==> src/rtl/genius_pkg.sv <==
// Shared definitions for the Genius memory-game engine: state codes,
// LFSR tap positions, configuracao bit indices and a counter-width helper.
package genius_pkg;

   typedef enum logic [3:0] {
      INICIAL     = 4'h0,
      GERA        = 4'h1,
      PREP_RODADA = 4'h2,
      MOSTRA      = 4'h3,
      INTERVALO   = 4'h4,
      ESPERA      = 4'h5,
      COMPARA     = 4'h6,
      PROX_RODADA = 4'h7,
      FIM_GANHOU  = 4'hA,
      FIM_TIMEOUT = 4'hD,
      FIM_PERDEU  = 4'hE
   } estado_t;

   localparam int LFSR_W     = 16;
   localparam int LFSR_TAP_A = 15;
   localparam int LFSR_TAP_B = 13;
   localparam int LFSR_TAP_C = 12;
   localparam int LFSR_TAP_D = 10;

   localparam int CFG_CURTO = 0;
   localparam int CFG_TMO   = 1;

   function automatic int f_qw(input int m);
      return (m > 1) ? $clog2(m) : 1;
   endfunction

endpackage

==> src/rtl/contador_m.sv <==
// Modulo-M up counter with synchronous clear; fim flags the terminal count.
module contador_m
   import genius_pkg::*;
#(
   parameter int M  = 4,
   parameter int QW = f_qw(M)
) (
   input  logic          clock,
   input  logic          reset,
   input  logic          zera,
   input  logic          conta,
   output logic [QW-1:0] Q,
   output logic          fim
);

   logic [QW-1:0] r_q;

   assign Q   = r_q;
   assign fim = (r_q == QW'(M - 1));

   // count register, wraps after the terminal count
   always_ff @(posedge clock or negedge reset) begin
      if (!reset) begin
         r_q <= {QW{1'b0}};
      end else if (zera) begin
         r_q <= {QW{1'b0}};
      end else if (conta) begin
         if (fim) begin
            r_q <= {QW{1'b0}};
         end else begin
            r_q <= r_q + QW'(1);
         end
      end else begin
         r_q <= r_q;
      end
   end

endmodule

==> src/rtl/circuito_genius_param.sv <==
// Parametrised Genius sequence engine: LFSR-generated sequence, growing replay,
// per-press checking with optional timeout. Optional echo of held buttons in
// ESPERA is enabled by defining GENIUS_ECO_EN.
module circuito_genius_param
   import genius_pkg::*;
#(
   parameter int          N_BOTOES    = 4,
   parameter int          DEPTH       = 16,
   parameter int          SHOW_CYC    = 1000,
   parameter int          GAP_CYC     = 500,
   parameter int          TIMEOUT_CYC = 5000,
   parameter logic [15:0] SEED        = 16'hACE1
) (
   input  logic                        clock,
   input  logic                        reset,
   input  logic                        jogar,
   input  logic [N_BOTOES-1:0]         botoes,
   input  logic [1:0]                  configuracao,
   output logic [N_BOTOES-1:0]         leds,
   output logic                        pronto,
   output logic                        ganhou,
   output logic                        perdeu,
   output logic                        timeout,
   output logic [3:0]                  db_estado,
   output logic [$clog2(DEPTH)-1:0]    db_rodada,
   output logic [$clog2(N_BOTOES)-1:0] db_jogada
);

   localparam int W  = $clog2(N_BOTOES);
   localparam int DW = $clog2(DEPTH);
   localparam logic [DW-1:0] ONE_DW     = DW'(1);
   localparam logic [DW-1:0] LAST_FULL  = DW'(DEPTH - 1);
   localparam logic [DW-1:0] LAST_CURTO = DW'(DEPTH / 4 - 1);

   function automatic logic [N_BOTOES-1:0] f_onehot(input logic [W-1:0] idx);
      f_onehot = {{(N_BOTOES-1){1'b0}}, 1'b1} << idx;
   endfunction

   function automatic logic [W-1:0] f_lsb(input logic [N_BOTOES-1:0] v);
      f_lsb = {W{1'b0}};
      for (int i = N_BOTOES - 1; i >= 0; i--) begin
         if (v[i]) begin
            f_lsb = W'(i);
         end
      end
   endfunction

   estado_t               r_state, w_state_nx;
   logic [DW-1:0]         r_k, w_k_nx, r_j, w_j_nx, r_rodada, w_rodada_nx;
   logic [1:0]            r_cfg, w_cfg_nx;
   logic [N_BOTOES-1:0]   r_cap, w_cap_nx, r_botoes_prev;
   logic [W-1:0]          r_jogada, w_jogada_nx;
   logic [LFSR_W-1:0]     r_lfsr, w_lfsr_nx;
   logic [W-1:0]          r_mem [DEPTH];
   logic [N_BOTOES-1:0]   r_leds, w_leds_nx;
   logic                  r_pronto, r_ganhou, r_perdeu, r_timeout;
   logic                  w_press, w_show_fim, w_gap_fim, w_tmo_fim, w_tmo_conta;
   logic [DW-1:0]         w_last;
   logic [N_BOTOES-1:0]   w_alvo;
   logic [f_qw(SHOW_CYC)-1:0]    w_show_q;
   logic [f_qw(GAP_CYC)-1:0]     w_gap_q;
   logic [f_qw(TIMEOUT_CYC)-1:0] w_tmo_q;
   logic                  w_unused_q;

   assign w_lfsr_nx   = {r_lfsr[LFSR_W-2:0],
                         r_lfsr[LFSR_TAP_A] ^ r_lfsr[LFSR_TAP_B] ^ r_lfsr[LFSR_TAP_C] ^ r_lfsr[LFSR_TAP_D]};
   assign w_press     = (botoes != {N_BOTOES{1'b0}}) && (r_botoes_prev == {N_BOTOES{1'b0}});
   assign w_last      = r_cfg[CFG_CURTO] ? LAST_CURTO : LAST_FULL;
   assign w_alvo      = f_onehot(r_mem[r_j]);
   assign w_tmo_conta = (r_state == ESPERA) && r_cfg[CFG_TMO];
   assign w_unused_q  = ^{w_show_q, w_gap_q, w_tmo_q};

   contador_m #(.M(SHOW_CYC)) u_show (
      .clock(clock), .reset(reset),
      .zera(r_state != MOSTRA), .conta(r_state == MOSTRA),
      .Q(w_show_q), .fim(w_show_fim)
   );

   contador_m #(.M(GAP_CYC)) u_gap (
      .clock(clock), .reset(reset),
      .zera(r_state != INTERVALO), .conta(r_state == INTERVALO),
      .Q(w_gap_q), .fim(w_gap_fim)
   );

   contador_m #(.M(TIMEOUT_CYC)) u_tmo (
      .clock(clock), .reset(reset),
      .zera(r_state != ESPERA), .conta(w_tmo_conta),
      .Q(w_tmo_q), .fim(w_tmo_fim)
   );

   // next-state and datapath next values
   always_comb begin
      w_state_nx  = r_state;
      w_k_nx      = r_k;
      w_j_nx      = r_j;
      w_rodada_nx = r_rodada;
      w_cfg_nx    = r_cfg;
      w_cap_nx    = r_cap;
      w_jogada_nx = r_jogada;
      case (r_state)
         INICIAL, FIM_GANHOU, FIM_PERDEU, FIM_TIMEOUT: begin
            if (jogar) begin
               w_state_nx  = GERA;
               w_k_nx      = {DW{1'b0}};
               w_rodada_nx = {DW{1'b0}};
               w_cfg_nx    = configuracao;
            end else begin
               w_state_nx  = r_state;
            end
         end
         GERA: begin
            w_k_nx = r_k + ONE_DW;
            if (r_k == LAST_FULL) begin
               w_state_nx = PREP_RODADA;
            end else begin
               w_state_nx = GERA;
            end
         end
         PREP_RODADA: begin
            w_k_nx     = {DW{1'b0}};
            w_state_nx = MOSTRA;
         end
         MOSTRA: begin
            if (w_show_fim) begin
               w_state_nx = INTERVALO;
            end else begin
               w_state_nx = MOSTRA;
            end
         end
         INTERVALO: begin
            if (w_gap_fim) begin
               w_k_nx = r_k + ONE_DW;
               if (r_k == r_rodada) begin
                  w_state_nx = ESPERA;
                  w_j_nx     = {DW{1'b0}};
               end else begin
                  w_state_nx = MOSTRA;
               end
            end else begin
               w_state_nx = INTERVALO;
            end
         end
         ESPERA: begin
            // a press in the same cycle as expiry takes priority
            if (w_press) begin
               w_cap_nx   = botoes;
               w_state_nx = COMPARA;
            end else if (r_cfg[CFG_TMO] && w_tmo_fim) begin
               w_state_nx = FIM_TIMEOUT;
            end else begin
               w_state_nx = ESPERA;
            end
         end
         COMPARA: begin
            w_jogada_nx = f_lsb(r_cap);
            if (r_cap != w_alvo) begin
               w_state_nx = FIM_PERDEU;
            end else if (r_j != r_rodada) begin
               w_j_nx     = r_j + ONE_DW;
               w_state_nx = ESPERA;
            end else if (r_rodada == w_last) begin
               w_state_nx = FIM_GANHOU;
            end else begin
               w_state_nx = PROX_RODADA;
            end
         end
         PROX_RODADA: begin
            w_rodada_nx = r_rodada + ONE_DW;
            w_state_nx  = PREP_RODADA;
         end
         default: begin
            w_state_nx = INICIAL;
         end
      endcase
   end

   // LED pattern for the state being entered, so leds line up with db_estado
   always_comb begin
      w_leds_nx = {N_BOTOES{1'b0}};
      case (w_state_nx)
         MOSTRA: w_leds_nx = f_onehot(r_mem[w_k_nx]);
`ifdef GENIUS_ECO_EN
         ESPERA: w_leds_nx = botoes;
`else
         ESPERA: w_leds_nx = {N_BOTOES{1'b0}};
`endif
         default: w_leds_nx = {N_BOTOES{1'b0}};
      endcase
   end

   // state, datapath and output registers
   always_ff @(posedge clock or negedge reset) begin
      if (!reset) begin
         r_state       <= INICIAL;
         r_k           <= {DW{1'b0}};
         r_j           <= {DW{1'b0}};
         r_rodada      <= {DW{1'b0}};
         r_cfg         <= 2'b00;
         r_cap         <= {N_BOTOES{1'b0}};
         r_jogada      <= {W{1'b0}};
         r_lfsr        <= SEED;
         r_botoes_prev <= {N_BOTOES{1'b0}};
         r_leds        <= {N_BOTOES{1'b0}};
         r_pronto      <= 1'b0;
         r_ganhou      <= 1'b0;
         r_perdeu      <= 1'b0;
         r_timeout     <= 1'b0;
      end else begin
         r_state       <= w_state_nx;
         r_k           <= w_k_nx;
         r_j           <= w_j_nx;
         r_rodada      <= w_rodada_nx;
         r_cfg         <= w_cfg_nx;
         r_cap         <= w_cap_nx;
         r_jogada      <= w_jogada_nx;
         r_lfsr        <= (r_state == GERA) ? w_lfsr_nx : r_lfsr;
         r_botoes_prev <= botoes;
         r_leds        <= w_leds_nx;
         r_pronto      <= (w_state_nx == FIM_GANHOU) || (w_state_nx == FIM_PERDEU) ||
                          (w_state_nx == FIM_TIMEOUT);
         r_ganhou      <= (w_state_nx == FIM_GANHOU);
         r_perdeu      <= (w_state_nx == FIM_PERDEU) || (w_state_nx == FIM_TIMEOUT);
         r_timeout     <= (w_state_nx == FIM_TIMEOUT);
      end
   end

   // sequence memory, contents are don't-care until GERA fills them
   always_ff @(posedge clock) begin
      if (r_state == GERA) begin
         r_mem[r_k] <= w_lfsr_nx[W-1:0];
      end else begin
         r_mem[r_k] <= r_mem[r_k];
      end
   end

   assign leds      = r_leds;
   assign pronto    = r_pronto;
   assign ganhou    = r_ganhou;
   assign perdeu    = r_perdeu;
   assign timeout   = r_timeout;
   assign db_estado = r_state;
   assign db_rodada = r_rodada;
   assign db_jogada = r_jogada;

endmodule

==> config.mk <==
export PLATFORM = sky130hd
export DESIGN_NAME = circuito_genius_param
export DESIGN_NICKNAME = d
export VERILOG_FILES = /design/src/rtl/genius_pkg.sv /design/src/rtl/contador_m.sv /design/src/rtl/circuito_genius_param.sv
export SDC_FILE = /design/constraint.sdc
export NUM_CORES = 1
export LEC_CHECK = 0
export BUFFER_PORTS_ARGS = -buffer_cell sky130_fd_sc_hd__buf_4
export CAP_MARGIN = 20
export CORE_UTILIZATION = 40
export CTS_CLUSTER_DIAMETER = 120
export CTS_CLUSTER_SIZE = 24
export DETAILED_ROUTE_END_ITERATION = 12
export GPL_TIMING_DRIVEN = 0
export PLACE_DENSITY = 0.68
export SYNTH_ARGS = -nofsm -noshare
export SYNTH_HDL_FRONTEND = slang
export SYNTH_HIERARCHICAL = 1
export SYNTH_SLANG_ARGS = --single-unit
==> constraint.sdc <==
create_clock -name clock -period 6.7 [get_ports clock]
set_clock_uncertainty 0.15 [all_clocks]
set_input_delay 0.335 -clock clock [delete_from_list [all_inputs] [get_ports clock]]
set_output_delay 0.335 -clock clock [all_outputs]
set_load 0.05 [all_outputs]
* Yosys cells after proc, flatten, opt, wreduce, memory -nomap -nowiden
Memories as Yosys holds them, arrays and structs flattened.
Index checks and enable logic that the tools add are counted.
** Operators by class
- Add/sub/neg operators :: 6
- Equal/unequal tests :: 31
- Shifts and indexed selects :: 2
- Mux-type cells :: 40
- Bitwise logic cells :: 4
- Reductions and logical operators :: 20
** Operators by type and width (number)
- $mux 4 :: 16
- $mux 13 :: 3
- $pmux 4 s8 :: 1
- $mux 10 :: 3
- $eq 4x4->1 const B :: 7
- $mux 9 :: 3
- $eq 4x3->1 const B :: 4
- $pmux 4 s2 :: 2
- $pmux 4 s4 :: 1
- $add 13x1->13 const B :: 1
- $eq 13x13->1 const B :: 1
- $add 4x1->4 const B :: 3
- $eq 4x2->1 const B :: 3
- $mux 2 :: 6
- $add 10x1->10 const B :: 1
- $eq 10x10->1 const B :: 1
- $ne 2x2->1 const B :: 5
- $reduce_bool 2->1 :: 5
- $add 9x1->9 const B :: 1
- $eq 9x9->1 const B :: 1
- $eq 4x4->1 :: 2
- $logic_not 4->1 :: 2
- $ne 4x3->1 const B :: 2
- $ne 4x4->1 :: 2
- 14 further kinds :: 27
** Word-level totals
- Flip-flop bits (word level) :: 84
- Bits in writable memories :: 32
- Output and inout bits :: 18
- Logic and storage cells :: 121
- Memories :: 1
** Memory list
- r_mem :: words 16, width 2, rd ports 2, clocked after Yosys merged registers in 0, wr ports 1, RTL line circuito_genius_param.sv:54 : logic [W-1:0] r_mem [DEPTH];

* Depth between registers and ports, before layout
Gate-level depths: netlist of run 1.
- Depth after elaboration :: 9
- Mapped depth :: 13
- Mapped depth without buffers :: 11

* Hierarchy
Netlist of run 1, hierarchy kept.
** Modules (own cells, without submodules)
- circuito_genius_param :: instances 1, cells an instance 358, area each 4290.4 µm², sequential area each 2272.2 µm²
- contador_m at u_tmo :: instances 1, cells an instance 75, area each 764.5 µm², sequential area each 325.3 µm²
- contador_m at u_show :: instances 1, cells an instance 60, area each 585.6 µm², sequential area each 250.2 µm²
- contador_m at u_gap :: instances 1, cells an instance 54, area each 528.0 µm², sequential area each 225.2 µm²

* Least setup slack after synthesis of run 1
No wires, ideal clock.
- Kind :: register to register
- Start point :: reg u_gap.r_q[0] (netlist: u_gap/Q[0])
- End point :: reg r_leds[3] (netlist: leds[3])
- Library setup time :: 0.101 ns
- Arrival time :: 2.990 ns
- Path slack :: 3.459 ns
- Cell stages (with the launch flop) :: 13
- Path buffers :: 2
- Clock period less this slack :: 3.241 ns
- Cells stage by stage :: dfrtp_1 -> ha_1 -> nand4bb_1 -> nor2_1 -> nand3b_1 -> a2111o_1 -> o221ai_2 -> buf_6 -> buf_12 -> mux2i_1 -> mux4_2 -> a211o_1 -> nor4_1
** Between the ends
- Cells in the longest elaborated chain, start to end :: 6
** RTL lines
- from (decl) :: RTL line contador_m.sv:16 : logic [QW-1:0] r_q;
- from (signal assigned) :: RTL line contador_m.sv:24 : r_q <= {QW{1'b0}};
- from (signal assigned) :: RTL line contador_m.sv:26 : r_q <= {QW{1'b0}};
- from (signal assigned) :: RTL line contador_m.sv:29 : r_q <= {QW{1'b0}};
- $eq 9x9->1 :: RTL line contador_m.sv:19 : assign fim = (r_q == QW'(M - 1));
- named net w_gap_fim :: RTL line circuito_genius_param.sv:57 : logic w_press, w_show_fim, w_gap_fim, w_tmo_fim, w_tmo_conta;
- $mux 4 :: RTL line circuito_genius_param.sv:131 : if (w_gap_fim) begin
- $pmux 4 s4 :: RTL line circuito_genius_param.sv:100 : case (r_state)
- named net w_k_nx[0] :: RTL line circuito_genius_param.sv:49 : logic [DW-1:0] r_k, w_k_nx, r_j, w_j_nx, r_rodada, w_rodada_nx;
- $mem_v2 16x2
- $shl 1x2->4 :: RTL line circuito_genius_param.sv:36 : f_onehot = {{(N_BOTOES-1){1'b0}}, 1'b1} << idx;
- $mux 4 :: RTL line circuito_genius_param.sv:180 : case (w_state_nx)
- named net w_leds_nx[3] :: RTL line circuito_genius_param.sv:55 : logic [N_BOTOES-1:0] r_leds, w_leds_nx;
- to (signal assigned) :: RTL line circuito_genius_param.sv:203 : r_leds <= {N_BOTOES{1'b0}};
- to (signal assigned) :: RTL line circuito_genius_param.sv:218 : r_leds <= w_leds_nx;
- to (decl) :: RTL line circuito_genius_param.sv:55
The timed path passes the listed nets, and every way through them passes these cells.
A chain may end at the register's enable or synchronous reset.

* Worst setup path in the final report of run 1
Ends and elaborated chain as after synthesis.

==> impl_metrics.csv, run 1 <==
group,metric,value,unit
run_status,status,"finished clean",
worst_hold_path,hold_depth,2,
worst_hold_path,holdPathEnd,"db_rodada[3]$_DFFE_PN0P_",
floorplanning,io_pins,27,
timing,finalCriticalPeriod,3.80,ns
critical_path,rrSetupSlack,2.90,ns
power,power.share.sequential,0.314,
critical_path,startpoint_type,"flip-flop",
power,power.internal,0.00179,W
cts,clock-root-buffer,"clkbuf_16",
routing,via_count,4488,
timing,relSlewSlack,0.370,
global_route,track_usage,0.179,
layout,seqCellArea,3070,µm²
critical_path,critPathRequiredTime,6.85,ns
global_route,overflow,0,
floorplanning,start_util,0.407,
routing,vias_per_cell,5.60,
cts,htree_levels,4,
power,p_sw_frac,0.336,
layout,n_antenna_cell,0,
routing,routedWlPerCell,16.7,µm
synth,yosysWarningCount,6,
floorplanning,die_h,126,µm
critical_path,r2r_cells,10,
layout,final_common_cell,"dfrtp_1",
synth,ys_ff_latch,116,
worst_hold_path,hp-class,"in2reg",
cts,clock-sinks,116,
routing,ant_nets,0,
layout,drive_gt1_frac,0.217,
timing,rsz0062_at_grt,"no",
floorplanning,die_x,126,µm
global_route,grt_pass1_wl,22300,µm
timing,worst_pin_slew,0.936,ns
cts,cts_buffers,17,
synth,seq_area_frac_synth,0.498,
global_route,grt_max_degree,85,
routing,drt-pass1-iter-count,5,
critical_path,endpoint_kind,"flip-flop",
power,pwr-share-clk,0.359,
power,power.density,367,nW/µm²
power,pwr-share-comb,0.327,
critical_path,path_class,"reg2reg",
routing,finalWirelength,13400,µm
layout,fillers,1341,
synth,synth_cells,547,
placement,gp_congestion,0.821,
layout,post-route-util,0.485,
power,leakagePower,3.05,nW
critical_path,path_cells,"ha_1, nand4bb_1, nor2_1, nand3b_1, a211oi_1, a22o_1, buf_6, mux4_2, a211o_1, nor4_1",
synth,synth-edff-count,32,
layout,nets,619,
cts,cts.path.max_buffers,2,
critical_path,cp_max_fo,7,
critical_path,worstReg2RegStart,"u_gap/Q[0]$_DFFE_PN0P_",
layout,multi_input_area,2820,µm²
power,p_sw,0.000908,W
layout,area_growth_syn_to_layout,19.2,%
timing,hold_viol_final,0,
critical_path,arrival,3.95,ns
global_route,grt_pass1_vias,4532,
floorplanning,die_area,15900,µm²
critical_path,cp_slowest_cell,"mux4_2",
critical_path,slowest_delay,0.52,ns
synth,syn_area,6170,µm²
placement,port_buffers,26,
synth,ys_types,79,
timing,period_share,0.568,
critical_path,reg2reg_to,"leds[3]$_DFF_PN0_",
cts,clk_latency,0.42,ns
synth,ys.flop_type,"dfrtp_1",
synth,syn_nets,565,
timing,setup_viol_count_final,0,
layout,final_cell_mix,"dfrtp_1 (76), nor2_1 (41), nand2_1 (38)",
worst_hold_path,min_from,"jogar",
cts,cts.clk_slew.worst_paths,0.05,ns
timing,setup_tns,0,ns
cts,tritoncts,"done",
global_route,antenna_found_initial,0,
floorplanning,core_area,15100,µm²
synth,syn_avg_cell_area,11.3,µm²
power,peakVddDrop,0.000291,V
synth,ys_async_sr_fraction,0.724,
timing,max_freq,0.263,GHz
placement,hpwl,9510,µm
routing,drt_iter0_markers,310,
timing,slew_violations,0,
run,max_cap_violations,0,
routing,drc,0,
floorplanning,rows,45,
[routing by layer]
layer	track usage	vias to the layer above	wire [µm]
li1	-	2137	-
met4	0.0716	0	204
met5	0	-	0
met3	0.0493	21	517
met1	0.215	2229	5820
met2	0.303	101	6840
[worst max-delay path by stage]
stage | startpoint | endpoint | slack (ns) | depth (start not counted)
floorplan | u_gap/Q[0]$_DFFE_PN0P_ | leds[3]$_DFF_PN0_ | 3.46 | 12
finish | u_gap/Q[0]$_DFFE_PN0P_ | leds[3]$_DFF_PN0_ | 2.90 | 10
global route | u_gap/Q[0]$_DFFE_PN0P_ | leds[3]$_DFF_PN0_ | 2.60 | 10
detailed placement | u_gap/Q[0]$_DFFE_PN0P_ | leds[2]$_DFF_PN0_ | 2.96 | 10
CTS | u_gap/Q[0]$_DFFE_PN0P_ | leds[2]$_DFF_PN0_ | 2.93 | 10
global placement | u_gap/Q[0]$_DFFE_PN0P_ | leds[2]$_DFF_PN0_ | 3.05 | 10
[synth_stat cells (5+ instances only)]
| library cell | instances | area (µm²) |
|---|---|---|
| nor4_1 | 8 | 50.1 |
| or3_1 | 7 | 43.8 |
| nor2b_1 | 9 | 56.3 |
| a211o_1 | 5 | 43.8 |
| mux2i_1 | 29 | 290 |
| mux4_2 | 6 | 135 |
| and3_1 | 8 | 50.1 |
| o21ai_1 | 5 | 25.0 |
| dfrtp_1 | 76 | 1900 |
| edfxtp_1 | 32 | 961 |
| inv_1 | 21 | 78.8 |
| nand4_1 | 9 | 56.3 |
| xnor2_1 | 5 | 43.8 |
| clkbuf_1 | 9 | 33.8 |
| nor2_1 | 41 | 154 |
| ha_1 | 9 | 113 |
| a31oi_1 | 5 | 31.3 |
| xor2_1 | 19 | 166 |
| and2_1 | 5 | 31.3 |
| dfstp_2 | 8 | 210 |
| a21oi_1 | 21 | 105 |
| nand3_1 | 16 | 80.1 |
| nor3_1 | 11 | 55.1 |
| mux2_2 | 24 | 270 |
| nand2b_1 | 8 | 50.1 |
| o21ai_0 | 17 | 85.1 |
| nand2_1 | 38 | 143 |
| buf_6 | 8 | 90.1 |
[cell families after synthesis]
logic type	after synthesis	share of synthesized area
DFF	116	0.498
muxes	60	0.115
adders and majority gates	9	0.0183
xor gates and xnor gates	24	0.0341
and+or+nand+nor	188	0.167
buffers and inverters	49	0.0450
AOI/OAI and AO/OA	101	0.123
[power groups by stage]
stage | Clock, W | Sequential [W] | Combinational, W
3_5_place_dp | 0 | 0.000860 | 0.000871
2_1_floorplan | 0 | 0.000922 | 0.000594
3_3_place_gp | 0 | 0.000855 | 0.000852
6_report | 0.000968 | 0.000848 | 0.000884
4_1_cts | 0.000984 | 0.000848 | 0.000879
5_1_grt | 0.00102 | 0.000855 | 0.000950
[through the flow]
stage / setup WS (ns) / cell area, µm² / power, W / hold WS, ns / instances
floorplan: 3.46 / 6170 / 0.00152 / -0.111 / 547
global placement: 3.05 / 6600 / 0.00171 / 0.316 / 761
detailed placement: 2.96 / 6610 / 0.00173 / 0.317 / 762
CTS: 2.93 / 7320 / 0.00271 / 0.00637 / 801
global route: 2.60 / 7350 / 0.00282 / 0.00649 / 802
finish: 2.90 / 7350 / 0.00270 / 0.0263 / 802
[flip-flops by register name, indices dropped and copies added (netlist names), 4 cells and up]
name           count
r_k                4
r_lfsr            16
db_estado          4
u_show/Q          10
r_cap              4
db_rodada          4
u_gap/Q            9
u_tmo/Q           13
r_mem             32
r_j                4
leds               4
r_botoes_prev      4
[final cells by class]
cell class	count	share of cell area
Tap cell	188	0.0320
Multi-Input combinational cell	382	0.383
Buffer	28	0.0271
Inverter	21	0.0107
Sequential cell	116	0.418
Clock inverter	10	0.0192
Timing Repair Buffer	35	0.0408
Clock buffer	22	0.0689
[worst max-delay path: cells and delay by family, from the launching register on]
family | cells | cell delay [ns]
DFF | 1 | 0.43
muxes | 1 | 0.52
and+or+nand+nor | 4 | 1.12
buffers and inverters | 1 | 0.15
adders and majority gates | 1 | 0.27
AOI/OAI and AO/OA | 3 | 1.05
[repair_timing]
action                                 in CTS  in global routing
endpoints found under the hold margin      16                  0
hold buffers                                7                  0
setup endpoints to repair                   0                  0
buffers inserted                            0                  0
resized for setup                           0                  0
Note: power is estimated with default switching activity, not from simulation.
==> run 2, diff against run 1 <==
==> constraint.sdc (replaced) <==
create_clock -name clock -period 3.6 [get_ports clock]
set_clock_uncertainty 0.15 [all_clocks]
set_input_delay 0.18 -clock clock [delete_from_list [all_inputs] [get_ports clock]]
set_output_delay 0.18 -clock clock [all_outputs]
set_load 0.05 [all_outputs]
==> run 2 against run 1 <==
Effect of this change: die area did not move; power is 87% higher; worst setup slack worse by 2.7 ns; non-clock buffer count grew 2; hold slack better by 0.10 ns; routed wire length is essentially flat; largest cell class unchanged; global-route usage about the same.
==> impl_metrics.csv, run 2 (synthesis results as in run 1) <==
group,metric,value,unit
critical_path,r2r_cells,12,
worst_hold_path,hp-class,"in2async",
timing,period_share,0.940,
timing,relSlewSlack,0.372,
placement,port_buffers,26,
cts,clock-root-buffer,"clkbuf_16",
timing,slew_violations,0,
critical_path,reg2reg_to,"leds[1]$_DFF_PN0_",
floorplanning,die_area,15900,µm²
layout,area_growth_syn_to_layout,20.3,%
power,leakagePower,3.06,nW
cts,cts_buffers,17,
timing,max_freq,0.296,GHz
placement,gp_congestion,0.821,
critical_path,rrSetupSlack,0.22,ns
cts,cts.path.max_buffers,2,
layout,largest_reg_flops,32,
routing,ant_nets,0,
global_route,antenna_found_initial,0,
power,p_total,0.00505,W
power,peakVddDrop,0.000541,V
routing,drt_iter0_markers,272,
critical_path,crit_end,"leds[1]$_DFF_PN0_",
routing,drt-pass1-iter-count,4,
floorplanning,rows,45,
critical_path,worstReg2RegStart,"u_gap/Q[0]$_DFFE_PN0P_",
floorplanning,die_x,126,µm
critical_path,cp_max_fo,10,
layout,final_cells,804,
critical_path,critPathRequiredTime,3.75,ns
layout,regMostFlops,"r_mem",
layout,n_antenna_cell,0,
timing,hold_viol_final,0,
floorplanning,start_util,0.407,
critical_path,endpoint_kind,"flip-flop",
global_route,overflow,0,
layout,final_common_cell,"dfrtp_1",
global_route,grt_max_degree,85,
floorplanning,core_area,15100,µm²
cts,clk_latency,0.42,ns
routing,via_count,4486,
run,max_cap_violations,0,
layout,drive_gt1_frac,0.227,
routing,drc,0,
routing,vias_per_cell,5.58,
global_route,grt_pass1_vias,4550,
cts,tritoncts,"done",
layout,final_cell_mix,"dfrtp_1 (76), nor2_1 (40), nand2_1 (38)",
timing,rsz0062_at_grt,"no",
run_status,status,"finished clean",
power,power.density,680,nW/µm²
routing,finalWirelength,13400,µm
global_route,grt_pass1_wl,22300,µm
global_route,track_usage,0.179,
placement,hpwl,9510,µm
floorplanning,die_h,126,µm
timing,finalCriticalPeriod,3.38,ns
cts,cts.clk_slew.worst_paths,0.05,ns
critical_path,arrival,3.53,ns
routing,routedWlPerCell,16.6,µm
critical_path,path_class,"reg2reg",
layout,nets,621,
timing,setup_viol_count_final,0,
floorplanning,io_pins,27,
cts,clock-sinks,116,
cts,htree_levels,4,
timing,worst_pin_slew,0.933,ns
critical_path,startpoint,"u_gap/Q[0]$_DFFE_PN0P_",
critical_path,startpoint_type,"flip-flop",
placement,placedCellCount,762,
==> run 2: changes by cell type in the layout (fill, tap and decap cells not counted), sizes merged <==
| cell | previous run | this run |
|---|---|---|
| dlygate4sd3 | 7 | 8 |
| clkbuf | 32 | 33 |
==> run 2: metrics by stage <==
stage	hold slack, ns	worst slack, ns	area [µm²]	setup TNS [ns]	util
after floorplan	-0.266	0.359	6170	0	-
after global placement	0.161	-0.0517	6600	-0.145	0.436
after detailed placement	0.162	-0.136	6610	-0.428	0.436
after CTS	0.263	0.0845	7360	0	0.486
after global routing	0.179	0.0142	7420	0	0.490
final	0.131	0.218	7420	0	0.490
==> run 2: how the worst min path moves through the flow <==
stage	from	to	slack [ns]	depth (start not counted)
6_report	reset	u_tmo/Q[12]$_DFFE_PN0P_	0.13	2
5_1_grt	reset	u_tmo/Q[11]$_DFFE_PN0P_	0.18	2
4_1_cts	botoes[0]	r_botoes_prev[0]$_DFF_PN0_	0.26	2
3_5_place_dp	botoes[3]	r_botoes_prev[3]$_DFF_PN0_	0.16	1
3_3_place_gp	botoes[2]	r_botoes_prev[2]$_DFF_PN0_	0.16	1
2_1_floorplan	reset	db_estado[0]$_DFF_PN0_	-0.27	0
==> run 2: cell type report <==
class	count	area [µm²]
flip-flops and latches	116	3070
inverters	21	78.8
fillers	1329	7730
well taps	188	235
clock buffers	22	507
clock inverters	10	141
multi-input cells	382	2870
plain buffers	28	200
repair buffers	37	318
==> run 2: critical path: stages (launching register included) <==
cell and delay (ns):
dfrtp_1 0.48, ha_4 0.21, nand4bb_4 0.16, nor2_4 0.16
nand3b_1 0.12, a2111o_1 0.39, o221ai_2 0.08, buf_6 0.19
buf_12 0.15, mux2i_1 0.08, mux4_2 0.49, a211o_1 0.34
nor4_1 0.26
==> run 2: metal layers <==
metal	global-route usage	vias to the layer above	wire length, µm
met5	0	-	0
met2	0.304	86	6810
li1	-	2140	-
met1	0.215	2237	5800
met3	0.0493	23	481
met4	0.0716	0	268
==> run 2: timing repair <==
action | in CTS | in global routing
hold endpoints to repair | 88 | 0
hold buffers | 8 | 0
buffers inserted | 0 | 1
resized for setup | 4 | 4
pin swaps | 0 | 1
endpoints found under the setup margin | 4 | 5
==> run 2: where the power goes <==
group | leakage, nW | total, W | switching [W] | internal (W)
clock | 0.310 | 0.00180 | 0.000595 | 0.00121
sequential | 1.43 | 0.00158 | 0.000103 | 0.00147
combinational | 1.32 | 0.00167 | 0.00101 | 0.000661
==> run 3, diff against run 2 <==
--- a/config.mk
+++ b/config.mk
@@ -15,5 +15,4 @@
 export PLACE_DENSITY = 0.68
 export SYNTH_ARGS = -nofsm -noshare
 export SYNTH_HDL_FRONTEND = slang
-export SYNTH_HIERARCHICAL = 1
 export SYNTH_SLANG_ARGS = --single-unit
==> run 3 against run 2 <==
Effect of this change: hold slack worse by 0.096 ns; non-clock buffer count fell by 3; critical path type unchanged; largest cell class unchanged; synthesized cell count is 4.2% higher; worst setup slack got worse by 0.021 ns; the flow now finishes with violations (design-rule violations); global-route usage grew 0.54 points; final cell count is 2.4% higher; synthesized area decreased by 1.7%; first-iteration DRC count down 4.8%; power fell by 39%; sequential cell count stayed put.
==> impl_metrics.csv, run 3 <==
group,metric,value,unit
timing,setup_viol_count_final,0,
timing,worst_pin_slew,0.777,ns
routing,finalWirelength,13500,µm
routing,routedWlPerCell,16.4,µm
global_route,grt_pass1_wl,22500,µm
cts,clk_latency,0.42,ns
critical_path,slowest_delay,0.54,ns
worst_hold_path,hp-class,"in2async",
placement,hpwl,9660,µm
synth,syn_nets,588,
timing,rsz0062_at_grt,"no",
critical_path,r2r_cells,10,
critical_path,worstReg2RegStart,"u_gap.Q[0]$_DFF_PN0_",
critical_path,critPathRequiredTime,3.79,ns
global_route,grt_max_degree,85,
cts,clock-root-buffer,"clkbuf_16",
layout,n_antenna_cell,0,
cts,clock-sinks,116,
synth,synth_cells,570,
routing,drc,6,
placement,gp_congestion,0.871,
layout,final_common_cell,"nand2_1",
synth,synth_top_area_frac,0.314,
routing,vias_per_cell,5.52,
critical_path,arrival,3.59,ns
layout,largest_reg_flops,32,
layout,area_growth_syn_to_layout,18.9,%
floorplanning,die_h,125,µm
critical_path,reg2reg_to,"leds[1]$_DFF_PN0_",
critical_path,startpoint_type,"flip-flop",
timing,slew_violations,0,
synth,yosysWarningCount,0,
global_route,track_usage,0.185,
layout,fillers,1309,
synth,syn_area,6060,µm²
cts,tritoncts,"done",
run_status,failed_checks,"design-rule violations",
timing,finalCriticalPeriod,3.40,ns
synth,ys_ff_latch,116,
synth,ys_top_cells_by_count,"nand2_1 (83), dfrtp_1 (76), nor2_1 (43), edfxtp_1 (32), o21ai_0 (32)",
floorplanning,die_x,125,µm
floorplanning,die_area,15700,µm²
critical_path,endpoint_kind,"flip-flop",
cts,htree_levels,4,
routing,via_count,4539,
synth,syn_avg_cell_area,10.6,µm²
layout,stdcell_area,7210,µm²
timing,relSlewSlack,0.476,
cts,cts_buffers,17,
synth,yosys-top-cells-area,"dfrtp_1 (31%), edfxtp_1 (16%), nand2_1 (5.1%)",
placement,dpl_cell_area,6500,µm²
synth,ys.flop_type,"dfrtp_1",
timing,holdWs,0.0354,ns
timing,hold_viol_final,0,
floorplanning,rows,44,
cts,cts.path.max_buffers,2,
layout,nets,644,
layout,seqCellArea,3070,µm²
critical_path,startpoint,"u_gap.Q[0]$_DFF_PN0_",
power,power.density,424,nW/µm²
cts,cts.clk_slew.worst_paths,0.06,ns
layout,regMostFlops,"r_mem",
synth,synth-edff-count,32,
critical_path,cp_max_fo,10,
critical_path,rrSetupSlack,0.20,ns
critical_path,path_cells,"ha_1, nand4bb_1, o21ai_2, buf_2, o2111a_1, o21ai_0, a32oi_1, o22ai_1, or4_4, a21oi_1",
global_route,grt_pass1_vias,4462,
synth,ys_types,79,
routing,drt_iter0_markers,259,
timing,max_freq,0.294,GHz
layout,final_cell_mix,"nand2_1 (83), dfrtp_1 (76), nor2_1 (43)",
global_route,overflow,0,
timing,setup_ws,0.197,ns
floorplanning,io_pins,27,
routing,ant_nets,0,
timing,setup_tns,0,ns
floorplanning,core_area,14600,µm²
power,leakagePower,2.90,nW
synth,seq_area_frac_synth,0.507,
critical_path,cp_slowest_cell,"or4_4",
critical_path,path_class,"reg2reg",
synth,yosysMostFrequentCell,"nand2_1",
routing,drt-pass1-iter-count,9,
placement,port_buffers,26,
global_route,antenna_found_initial,0,
timing,period_share,0.945,
run,max_cap_violations,0,
placement,place_ws,0.120,ns
floorplanning,start_util,0.414,
synth,ys_async_sr_fraction,0.724,
cts,post_cts_buffers,0,
synth,yosysTopAreaCell,"dfrtp_1",
power,peakVddDrop,0.000453,V
layout,multi_input_area,2820,µm²
layout,drive_gt1_frac,0.180,
run_status,status,"finished, violations left",
==> run 3: worst max path at each step <==
stage | end | slack [ns] | cells after the start
floorplan | leds[1]$_DFF_PN0_ | 0.40 | 9
global placement | leds[2]$_DFF_PN0_ | 0.09 | 10
detailed placement | leds[2]$_DFF_PN0_ | 0.12 | 10
CTS | leds[2]$_DFF_PN0_ | 0.08 | 10
global route | leds[1]$_DFF_PN0_ | 0.006 | 10
finish | leds[1]$_DFF_PN0_ | 0.20 | 10
==> run 3: metrics by stage <==
step	total power, W	util	instances
floorplan	0.00138	-	570
global placement	0.00140	0.443	780
detailed placement	0.00140	0.444	781
CTS	0.00308	0.489	821
global route	0.00315	0.493	823
finish	0.00306	0.493	823
==> run 3: power by group <==
group / switching [W] / leakage, nW / internal (W) / total, W
registers: 0.000000662 / 1.29 / 0.00135 / 0.00135
logic: 0.0000234 / 1.33 / 0.0000149 / 0.0000382
clock network: 0.000587 / 0.271 / 0.00108 / 0.00167
==> run 3: worst max-delay path: cells and delay by family (launching register included) <==
kind | cells | cell delay (ns)
AO/OA/AOI/OAI | 6 | 1.44
flip-flops | 1 | 0.37
buffers and inverters | 1 | 0.27
adder cells (fa/ha/maj) | 1 | 0.22
AND/OR/NAND/NOR | 2 | 0.88
==> run 3: final cells by class <==
class                           instances  share of cell area
Sequential cell                       116               0.426
Multi-Input combinational cell        420               0.391
Clock buffer                           19              0.0600
Timing Repair Buffer                   37              0.0441
Tap cell                              184              0.0319
Clock inverter                         13              0.0219
Buffer                                 25              0.0201
Inverter                                9             0.00486
==> run 3: cells by family (layout without fill, tap and decap cells) <==
family,Yosys count,in the layout,share of synthesized area
fa+ha+maj,9,9,0.0186
xor+xnor,30,30,0.0433
flops,116,116,0.507
buf+inv,34,103,0.0297
compound gates,105,105,0.121
simple gates,253,253,0.215
mux,23,23,0.0658
==> run 3: routing by layer <==
metal,vias to the layer above,GRT usage,part of all wire
li1,2191,-,-
met1,2220,0.237,0.44
met2,106,0.298,0.48
met3,22,0.0462,0.053
met4,0,0.0775,0.021
met5,-,0,0
==> run 3: what timing repair did <==
item / CTS / global route
resized for setup: 0 / 2
endpoints found under the hold margin: 87 / 0
hold buffers: 8 / 0
endpoints found under the setup margin: 0 / 4
